===== src/rtl/bitty_pkg.sv =====
// -----------------------------------------------------------------------------
// bitty_pkg
// Shared definitions for the instruction fetch path:
//   - BYTE_W        : width of one UART byte
//   - FETCH_CMD_DEF : default command byte sent ahead of the PC address byte
//   - fetch_state_e : fetch controller state encoding
//   - cnt_width()   : number of bits needed to hold a counter value 0..max_val
// -----------------------------------------------------------------------------
package bitty_pkg;

  localparam int BYTE_W = 8;

  localparam logic [BYTE_W-1:0] FETCH_CMD_DEF = 8'h03;

  typedef enum logic [3:0] {
    ST_IDLE      = 4'd0,
    ST_SEND_CMD  = 4'd1,
    ST_WAIT_CMD  = 4'd2,
    ST_SEND_ADDR = 4'd3,
    ST_WAIT_ADDR = 4'd4,
    ST_WAIT_HI   = 4'd5,
    ST_WAIT_LO   = 4'd6,
    ST_DONE      = 4'd7,
    ST_ERROR     = 4'd8
  } fetch_state_e;

  // Width of a counter that must represent every value in 0..max_val.
  // Never narrower than one bit so degenerate parameters still elaborate.
  function automatic int cnt_width(input int max_val);
    int w;
    if (max_val < 2) begin
      w = 1;
    end else begin
      w = $clog2(max_val + 1);
    end
    return w;
  endfunction

endpackage


===== src/rtl/fetch_timeout_ctr.sv =====
// -----------------------------------------------------------------------------
// fetch_timeout_ctr
// Loadable down-counter used to time out host replies.
// The counter stops at zero; o_expired is high whenever it reads zero.
// Ports:
//   clk        : system clock, rising edge
//   reset      : synchronous, active-low reset (counter -> 0)
//   i_clr      : force the counter to zero (highest priority after reset)
//   i_load     : load i_load_val
//   i_load_val : reload value (cycles remaining minus one)
//   i_en       : decrement by one while non-zero
//   o_expired  : counter is at zero
// -----------------------------------------------------------------------------
module fetch_timeout_ctr
  import bitty_pkg::*;
#(
  parameter int CNT_W = 8
) (
  input  logic             clk,
  input  logic             reset,
  input  logic             i_clr,
  input  logic             i_load,
  input  logic [CNT_W-1:0] i_load_val,
  input  logic             i_en,
  output logic             o_expired
);

  localparam logic [CNT_W-1:0] CNT_ZERO = {CNT_W{1'b0}};
  localparam logic [CNT_W-1:0] CNT_ONE  = CNT_W'(1);

  logic [CNT_W-1:0] r_cnt;

  // Counter register: clear beats load, load beats decrement, hold otherwise.
  always_ff @(posedge clk) begin
    if (!reset) begin
      r_cnt <= CNT_ZERO;
    end else if (i_clr) begin
      r_cnt <= CNT_ZERO;
    end else if (i_load) begin
      r_cnt <= i_load_val;
    end else if (i_en && (r_cnt != CNT_ZERO)) begin
      r_cnt <= r_cnt - CNT_ONE;
    end else begin
      r_cnt <= r_cnt;
    end
  end

  assign o_expired = (r_cnt == CNT_ZERO);

endmodule


===== src/rtl/instr_fetch_ctrl.sv =====
// -----------------------------------------------------------------------------
// instr_fetch_ctrl
// Fetches one 16-bit instruction from the host over the shared UART:
// sends a command byte and the PC address byte, then receives the
// instruction high and low bytes. Retries on reply timeout, freezes while
// the core owns the UART, and raises a sticky error when retries run out.
// Ports:
//   clk             : system clock, rising edge
//   reset           : synchronous, active-low reset
//   start           : level; begin a fetch when idle/error and not stopped
//   stop_for_rw     : core owns the UART; hold all fetch activity
//   address         : current PC, low byte sampled when a fetch starts
//   rx_do / rx_data : one-cycle received-byte strobe and its byte
//   tx_done         : one-cycle pulse, UART finished sending a byte
//   tx_start_out    : one-cycle request to send tx_data_out
//   tx_data_out     : byte to send, held until the next send request
//   instruction_out : last completed instruction
//   done_out        : one-cycle pulse when instruction_out updates
//   busy            : high outside IDLE and ERROR
//   err             : sticky retry-exhausted flag
// -----------------------------------------------------------------------------
module instr_fetch_ctrl
  import bitty_pkg::*;
#(
  parameter int              ADDR_W         = 8,
  parameter int              INSTR_W        = 16,
  parameter logic [7:0]      FETCH_CMD      = FETCH_CMD_DEF,
  parameter int              TIMEOUT_CYCLES = 1_000_000,
  parameter int              MAX_RETRY      = 3
) (
  input  logic               clk,
  input  logic               reset,
  input  logic               start,
  input  logic               stop_for_rw,
  input  logic [ADDR_W-1:0]  address,
  input  logic               rx_do,
  input  logic [BYTE_W-1:0]  rx_data,
  input  logic               tx_done,
  output logic               tx_start_out,
  output logic [BYTE_W-1:0]  tx_data_out,
  output logic [INSTR_W-1:0] instruction_out,
  output logic               done_out,
  output logic               busy,
  output logic               err
);

  localparam int TMO_W   = cnt_width(TIMEOUT_CYCLES - 1);
  localparam int RETRY_W = cnt_width(MAX_RETRY);

  // The down-counter is reloaded with TIMEOUT_CYCLES-1 and expires at zero,
  // so expiry lands on the TIMEOUT_CYCLES-th waiting cycle.
  localparam logic [TMO_W-1:0]   TMO_RELOAD  = TMO_W'(TIMEOUT_CYCLES - 1);
  localparam logic [RETRY_W-1:0] RETRY_LIMIT = RETRY_W'(MAX_RETRY);
  localparam logic [RETRY_W-1:0] RETRY_ZERO  = {RETRY_W{1'b0}};
  localparam logic [RETRY_W-1:0] RETRY_ONE   = RETRY_W'(1);

  // State and data registers
  fetch_state_e        r_state;
  logic [BYTE_W-1:0]   r_addr_byte;
  logic [BYTE_W-1:0]   r_hi;
  logic [RETRY_W-1:0]  r_retry;

  // Output registers
  logic                r_tx_start;
  logic [BYTE_W-1:0]   r_tx_data;
  logic [INSTR_W-1:0]  r_instr;
  logic                r_done;
  logic                r_busy;
  logic                r_err;

  // Next-state decode
  fetch_state_e        w_next;
  logic                w_accept_start;
  logic                w_send_pulse;
  logic [BYTE_W-1:0]   w_send_byte;
  logic                w_hi_capture;
  logic                w_lo_capture;
  logic                w_retry_inc;
  logic                w_tmo_clr;
  logic                w_tmo_load;
  logic                w_tmo_en;
  logic                w_tmo_expired;
  logic                w_retry_left;

  assign w_retry_left = (r_retry < RETRY_LIMIT);

  fetch_timeout_ctr #(
    .CNT_W (TMO_W)
  ) u_tmo (
    .clk        (clk),
    .reset      (reset),
    .i_clr      (w_tmo_clr),
    .i_load     (w_tmo_load),
    .i_load_val (TMO_RELOAD),
    .i_en       (w_tmo_en),
    .o_expired  (w_tmo_expired)
  );

  // Next-state and control decode; stop_for_rw freezes everything, so
  // strobes from the UART and start are simply not looked at while it is high.
  always_comb begin
    w_next         = r_state;
    w_accept_start = 1'b0;
    w_send_pulse   = 1'b0;
    w_send_byte    = r_tx_data;
    w_hi_capture   = 1'b0;
    w_lo_capture   = 1'b0;
    w_retry_inc    = 1'b0;
    w_tmo_clr      = 1'b0;
    w_tmo_load     = 1'b0;
    w_tmo_en       = 1'b0;
    if (stop_for_rw) begin
      w_next = r_state;
    end else begin
      case (r_state)
        ST_IDLE, ST_ERROR: begin
          w_tmo_clr = 1'b1;
          if (start) begin
            w_accept_start = 1'b1;
            w_next         = ST_SEND_CMD;
          end else begin
            w_next = r_state;
          end
        end
        ST_SEND_CMD: begin
          w_send_pulse = 1'b1;
          w_send_byte  = FETCH_CMD;
          w_tmo_load   = 1'b1;
          w_next       = ST_WAIT_CMD;
        end
        ST_WAIT_CMD: begin
          w_tmo_load = 1'b1;
          if (tx_done) begin
            w_next = ST_SEND_ADDR;
          end else begin
            w_next = ST_WAIT_CMD;
          end
        end
        ST_SEND_ADDR: begin
          w_send_pulse = 1'b1;
          w_send_byte  = r_addr_byte;
          w_tmo_load   = 1'b1;
          w_next       = ST_WAIT_ADDR;
        end
        ST_WAIT_ADDR: begin
          // Keeps the reload value in place so WAIT_HI starts with a full window.
          w_tmo_load = 1'b1;
          if (tx_done) begin
            w_next = ST_WAIT_HI;
          end else begin
            w_next = ST_WAIT_ADDR;
          end
        end
        ST_WAIT_HI, ST_WAIT_LO: begin
          // A byte arriving on the expiry cycle is accepted: rx is checked first.
          if (rx_do) begin
            w_tmo_load = 1'b1;
            if (r_state == ST_WAIT_HI) begin
              w_hi_capture = 1'b1;
              w_next       = ST_WAIT_LO;
            end else begin
              w_lo_capture = 1'b1;
              w_next       = ST_DONE;
            end
          end else if (w_tmo_expired) begin
            if (w_retry_left) begin
              w_retry_inc = 1'b1;
              w_next      = ST_SEND_CMD;
            end else begin
              w_next = ST_ERROR;
            end
          end else begin
            w_tmo_en = 1'b1;
            w_next   = r_state;
          end
        end
        ST_DONE: begin
          w_tmo_clr = 1'b1;
          w_next    = ST_IDLE;
        end
        default: begin
          w_next = ST_IDLE;
        end
      endcase
    end
  end

  // State register plus per-fetch bookkeeping (address byte, high byte, retries).
  always_ff @(posedge clk) begin
    if (!reset) begin
      r_state     <= ST_IDLE;
      r_addr_byte <= {BYTE_W{1'b0}};
      r_hi        <= {BYTE_W{1'b0}};
      r_retry     <= RETRY_ZERO;
    end else begin
      r_state <= w_next;
      if (w_accept_start) begin
        r_addr_byte <= address[BYTE_W-1:0];
      end else begin
        r_addr_byte <= r_addr_byte;
      end
      if (w_hi_capture) begin
        r_hi <= rx_data;
      end else begin
        r_hi <= r_hi;
      end
      if (w_accept_start) begin
        r_retry <= RETRY_ZERO;
      end else if (w_retry_inc) begin
        r_retry <= r_retry + RETRY_ONE;
      end else begin
        r_retry <= r_retry;
      end
    end
  end

  // Output registers: all outputs are flops derived from the decoded transition.
  always_ff @(posedge clk) begin
    if (!reset) begin
      r_tx_start <= 1'b0;
      r_tx_data  <= {BYTE_W{1'b0}};
      r_instr    <= {INSTR_W{1'b0}};
      r_done     <= 1'b0;
      r_busy     <= 1'b0;
      r_err      <= 1'b0;
    end else begin
      r_tx_start <= w_send_pulse;
      r_tx_data  <= w_send_byte;
      r_done     <= w_lo_capture;
      r_busy     <= (w_next != ST_IDLE) && (w_next != ST_ERROR);
      if (w_lo_capture) begin
        r_instr <= INSTR_W'({r_hi, rx_data});
      end else begin
        r_instr <= r_instr;
      end
      if (w_accept_start) begin
        r_err <= 1'b0;
      end else if (w_next == ST_ERROR) begin
        r_err <= 1'b1;
      end else begin
        r_err <= r_err;
      end
    end
  end

  assign tx_start_out    = r_tx_start;
  assign tx_data_out     = r_tx_data;
  assign instruction_out = r_instr;
  assign done_out        = r_done;
  assign busy            = r_busy;
  assign err             = r_err;

endmodule

===== config.mk =====
export PLATFORM = sky130hd
export DESIGN_NAME = instr_fetch_ctrl
export DESIGN_NICKNAME = d
export VERILOG_FILES = /design/src/rtl/bitty_pkg.sv /design/src/rtl/fetch_timeout_ctr.sv /design/src/rtl/instr_fetch_ctrl.sv
export SDC_FILE = /design/constraint.sdc
export NUM_CORES = 1
export LEC_CHECK = 0
export ABC_AREA = 1
export CAP_MARGIN = 20
export CORE_AREA = 2 2 110 80
export CTS_BUF_LIST = sky130_fd_sc_hd__clkbuf_16
export DETAILED_ROUTE_END_ITERATION = 10
export DIE_AREA = 0 0 112 82
export MAX_ROUTING_LAYER = met4
export PLACE_DENSITY = 0.67
export REMOVE_ABC_BUFFERS = 1
export SETUP_SLACK_MARGIN = 0.5
export SLEW_MARGIN = 20
export SYNTH_ARGS = -nofsm -noshare
export SYNTH_HDL_FRONTEND = slang
export SYNTH_HIERARCHICAL = 1
export SYNTH_SLANG_ARGS = --single-unit

===== constraint.sdc =====
create_clock -name clk -period 2.29 [get_ports clk]
set_clock_uncertainty 0.2 [all_clocks]
set_input_delay 0.458 -clock clk [delete_from_list [all_inputs] [get_ports clk]]
set_output_delay 0.458 -clock clk [all_outputs]
set_load 0.05 [all_outputs]

; Word level (Yosys, flattened, before mapping)
; Index checks and enable logic that the tools add are counted.
[classes]
n_addsub = 2
multipliers = 0
n_div = 0
n_lt_le_gt_ge = 1
eq_ne = 10
shifts = 0
mux = 38
n_bitwise = 2
n_reduce_logical = 18
[ops]
columns = op, n
row1 = 2-to-1 mux 20 bit, 2
row2 = 2-to-1 mux 1 bit, 28
row3 = case mux 4 bit (6 select lines), 1
row4 = zero test 20 bit, 1
row5 = 2-to-1 mux 4 bit, 5
row6 = nonzero test 20 bit, 1
row7 = "subtractor 20 x 1 -> 20 bit, second input constant", 1
row8 = "equality test 4 x 3 -> 1 bit, second input constant", 4
row9 = case mux 8 bit (2 select lines), 1
row10 = OR reduction 2 bit, 6
row11 = "equality test 4 x 2 -> 1 bit, second input constant", 2
row12 = "equality test 4 bit, second input constant", 2
row13 = OR reduction 3 bit, 2
row14 = "equality test 4 x 1 -> 1 bit, second input constant", 1
row15 = zero test 4 bit, 1
row16 = "inequality test 4 bit, second input constant", 1
row17 = nonzero test 2 bit, 2
row18 = nonzero test 4 bit, 1
row19 = OR reduction 4 bit, 1
row20 = "adder 2 x 1 -> 2 bit, second input constant", 1
row21 = logical AND 1 bit, 2
row22 = "less-than comparator 2 bit, second input constant", 1
row23 = inverter 1 bit, 2
row24 = case mux 1 bit (2 select lines), 1
row25 = AND reduction 2 bit, 1
[word_totals]
reg_bits = 70
latchBits = 0
ramBits = 0
romBits = 0
inputBits = 22
output_inout_bits = 28
memories = 0

; Depth between registers and ports, before layout
[logic_depth]
depth_word = 8
depth_mapped = 15
depth_no_buf = 15

; Hierarchy
; The synthesis kept the hierarchy.
[by_module_without_submodules]
columns = mod, instances, cells_per_inst, area_each_um2, seq_area_each_um2
row1 = instr_fetch_ctrl, 1, 267, 2050.7, 1001.0
row2 = fetch_timeout_ctr, 1, 269, 1524.0, 400.4

; Least setup slack after synthesis
; Ideal clock, no wire load.
[synth_path]
kind = register to register
from = reg u_tmo.r_cnt[14]
to = reg u_tmo.r_cnt[2]
arrival_time_ns = 1.762
path_slack_ns = 0.208
stages_incl_launch_ff = 10
n_path_buf = 1
synth_period_minus_slack_ns = 2.082
cell_sequence = dfxtp_1 -> nor2_1 -> nand2_1 -> nor4_1 -> nor2_1 -> nand2_4 -> nand2_2 -> buf_6 -> nor2_1 -> nor3_1
[synth_via]
elab_chain_cells = 7
[synth_rtl]
columns = element, line_no
row1 = "start, declared", fetch_timeout_ctr.sv:31  ; logic [CNT_W-1:0] r_cnt;
row2 = "start signal, assigned", fetch_timeout_ctr.sv:40  ; r_cnt <= i_load_val;
row3 = "start signal, assigned", fetch_timeout_ctr.sv:42  ; r_cnt <= r_cnt - CNT_ONE;
row4 = "start signal, assigned", fetch_timeout_ctr.sv:44  ; r_cnt <= r_cnt;
row5 = zero test 20 bit, fetch_timeout_ctr.sv:48  ; assign o_expired = (r_cnt == CNT_ZERO);
row6 = net w_tmo_expired, instr_fetch_ctrl.sv:82  ; logic w_tmo_expired;
row7 = 2-to-1 mux 1 bit, instr_fetch_ctrl.sv:165  ; end else if (w_tmo_expired) begin
row8 = 2-to-1 mux 1 bit, instr_fetch_ctrl.sv:156  ; if (rx_do) begin
row9 = 2-to-1 mux 1 bit, instr_fetch_ctrl.sv:115  ; case (r_state)
row10 = 2-to-1 mux 1 bit, instr_fetch_ctrl.sv:112  ; if (stop_for_rw) begin
row11 = net w_tmo_en, instr_fetch_ctrl.sv:81  ; logic w_tmo_en;
row12 = logical AND 1 bit, fetch_timeout_ctr.sv:41  ; end else if (i_en && (r_cnt != CNT_ZERO)) begin
row13 = nonzero test 2 bit (no source line), -
; The timed path passes the listed nets, and every way through them passes these cells.
; A chain may end at the register's enable or synchronous reset.

; Final worst setup path
[layout_path]
from = reg u_tmo.r_cnt[16]
to = reg u_tmo.r_cnt[15]
[layout_via]
elab_chain_cells = 6
[layout_rtl]
columns = element, line_no
row1 = zero test 20 bit, fetch_timeout_ctr.sv:48
row2 = 2-to-1 mux 1 bit, instr_fetch_ctrl.sv:165
row3 = 2-to-1 mux 1 bit, instr_fetch_ctrl.sv:156
row4 = 2-to-1 mux 1 bit, instr_fetch_ctrl.sv:115
row5 = 2-to-1 mux 1 bit, instr_fetch_ctrl.sv:112
row6 = logical AND 1 bit *, fetch_timeout_ctr.sv:41
; Every way passes the cells marked *; elsewhere a longest branch is shown, timed or not.

==> out/qor.csv <==
metric,value,unit
"EDFF count, synth",0,
Fmax,0.482,GHz
max-slew violations,0,
clock power share,0.369,
crit path launch,u_tmo/r_cnt[16],
"FFs w/ async S/R, synth",0,
"Net count, final",693,
WP data arrival,2.14,ns
Buf/Inv on CP,6,
Required @ worst endpoint,2.35,ns
R2R Setup Slk,0.21,ns
largest net degree at the start of global routing,34,
Synth cell types,42,
Hold Path Class,flip-flop to flip-flop,
Synth warnings,6,
final core utilization,0.663,
internal power,0.00231,W
Reg-to-Reg Start,u_tmo/r_cnt[16],
I/O Buffers,49,
CTS max path bufs,2,
top_reg_cell synth,dfxtp_1,
FP Rows,28,
post-route ant nets,0,
Vert. Die Dim,82,µm
clock sink total,70,
Comb power frac,0.247,
CTS tree,done,
synthesized instance count,536,
Final Cycle Share,0.906,
DP HPWL,6790,µm
CP dominant cell by count,buf_6,
max incr delay on CP,0.32,ns
Placed Cells,731,
GRT Resource Usage Total,0.238,
WP depth,12,
CTS buffer count,9,
PD cells,610,mW/mm²
wire per inst,13.6,µm
Final Hold Vio Count,0,
total power,0.00332,W
first-pass GRT wire length,16900,µm
Post-DP Area,0.00452,mm²
core region area,0.00820,mm²
Static Leak,2.31,nW
crit path capture,u_tmo/r_cnt[15],
Syn Area/Cell,6.67,µm²
IO Count,50,
fin cells,777,
total grt overflow,0,
max cap viols,0,
H-tree levels,3,
Initial Utilization,0.436,
CP Launch Type,flip-flop,
Total Routed Length,10600,µm
status,finished clean,
sequential area share after synthesis,0.392,
"CTS clk-pin slew, worst paths",0.05,ns
switching power,0.00101,W
fillers,714,
initial antenna violation count,0,
Die W,112,µm
GP Congestion,0.960,
Clock Latency Late Sink,0.34,ns
DR DRC count,0,
Layout area overhead,52.0,%
Final setup viols,0,
area occupied by multi-input gates,0.00222,mm²
"critical path fanouts, max",10,
share of post-route cells with drive strength above 1,0.308,
CP Class,flip-flop to flip-flop,
R2R Path End,u_tmo/r_cnt[15],
vias in the first global route,3451,
RSZ-0062 raised after global routing,true,
"Cell Chain, Critical Path",inv_2 -> nand2_2 -> buf_6 -> buf_4 -> buf_6 -> buf_6 -> nor3_4 -> nand3_4 -> a21oi_4 -> buf_12 -> nand2_1 -> a21oi_1,
family with the most delay on the worst path,buffers and inverters,
Mapped Area,0.00357,mm²
storage element area,0.00142,mm²
Seq pwr share,0.384,
VDD IR max,0.379,mV
Via density,4.96,
DRT iter0 DRCs,315,
Final Cell Area,0.00543,mm²
worst r2r path cells,12,
switching part of the total,0.303,
clk root buf,clkbuf_16,
hold_buf cts,0,
Die ar.,0.00918,mm²
n_diodes,0,
max_slew headroom,0.669,
critical path endpoint category,flip-flop,
slowest CP cell,dfxtp_2,
worst slew pin tran,0.491,ns
Yosys reg bits,70,
TritonRoute pass-1 iters,5,
vias after detailed routing,3856,
fin crit period,2.08,ns
-- synthesized netlist by cell type (all sizes together) (3+ instances only) --
cell | number | area (µm²)
nor3 | 6 | 35.0
nor2 | 82 | 343
dfxtp | 70 | 1400
clkbuf | 10 | 37.5
o31ai | 3 | 22.5
nand4 | 4 | 25.0
nand3 | 45 | 253
o21bai | 4 | 30.0
a21oi | 47 | 250
buf | 8 | 50.0
o21ai | 42 | 210
inv | 68 | 255
ha | 3 | 37.5
nand2 | 126 | 488
-- cells by family after synthesis --
group,after synthesis,synth area share
flip-flops,70,0.392
adder cells (fa/ha/maj),3,0.0105
multiplexers,1,0.00280
AO/OA/AOI/OAI,104,0.162
AND/OR/NAND/NOR,268,0.331
buffers and inverters,87,0.0970
other,2,0.00210
XOR/XNOR,1,0.00245
-- placed cells by master (no fill, tap or decap), types with 11 or more instances in the layout --
cell,instances
inv_1,59
buf_4,54
nand2_1,112
conb_1,20
nand2_2,11
nor2_4,13
nor2_2,19
clkdlybuf4s50_1,20
a21oi_1,44
nand3_1,35
o21ai_1,11
nor2_1,50
dfxtp_1,58
clkdlybuf4s15_2,27
o21ai_0,29
-- stage by stage --
stage	setup TNS [ns]	setup WS [ns]	hold WS, ns
global route	0	0.0739	0.256
floorplan	-14.97	-0.786	0.220
CTS	0	0.164	0.243
detailed placement	-1.36	-0.121	0.234
finish	0	0.215	0.239
global placement	-0.391	-0.0339	0.228
-- power groups by stage --
stage | clock [W] | sequential, W | combinational (W)
finish | 0.00122 | 0.00127 | 0.000820
global route | 0.00132 | 0.00127 | 0.000897
CTS | 0.00125 | 0.00127 | 0.000702
detailed placement | 0 | 0.00129 | 0.000599
global placement | 0 | 0.00129 | 0.000598
floorplan | 0 | 0.00131 | 0.000363
-- state kept, by name (all words and copies together), names as in the netlist --
| register | flops |
|---|---|
| busy | 1 |
| done_out | 1 |
| err | 1 |
| instruction_out | 16 |
| r_addr_byte | 8 |
| r_hi | 8 |
| r_retry | 2 |
| r_state | 4 |
| tx_data_out | 8 |
| tx_start_out | 1 |
| u_tmo/r_cnt | 20 |
-- worst min-delay path by stage --
| stage | startpoint | end | slack (ns) | depth (start not counted) |
|---|---|---|---|---|
| 6_report | r_hi[7] | r_hi[7] | 0.24 | 2 |
| 5_1_grt | r_hi[1] | r_hi[1] | 0.26 | 2 |
| 4_1_cts | r_hi[5] | r_hi[5] | 0.24 | 2 |
| 3_5_place_dp | r_hi[5] | r_hi[5] | 0.23 | 2 |
| 3_3_place_gp | r_hi[7] | r_hi[7] | 0.23 | 2 |
| 2_1_floorplan | r_hi[0] | r_hi[0] | 0.22 | 2 |
-- cell type report --
cell class / count / share of cell area
sequential: 70 / 0.262
timing repair buffer: 118 / 0.209
tap: 105 / 0.0242
clock inverter: 6 / 0.00599
clock buffer: 9 / 0.0415
inverter: 69 / 0.0486
multi-input combinational: 400 / 0.409
-- routing by layer --
metal  part of all wire  GRT usage  wire length, µm
met4              0.013     0.0659              135
met1               0.46      0.325             4910
met5                  0          -                0
met2               0.44      0.354             4630
met3              0.086     0.0576              916
-- worst min-delay path, delay by kind of cell, from the launching register on --
kind	cells	cell delay (ns)
DFF	1	0.30
AOI/OAI and AO/OA	1	0.05
buffers and inverters	1	0.04
-- what timing repair did --
item,CTS,global route
buffers inserted,18,10
cloned,2,1
endpoints found under the setup margin,73,55
gates resized for setup,130,62
pin swaps,32,37
endpoints found under the hold margin,0,0
Note: power is estimated with default switching activity, not from simulation.
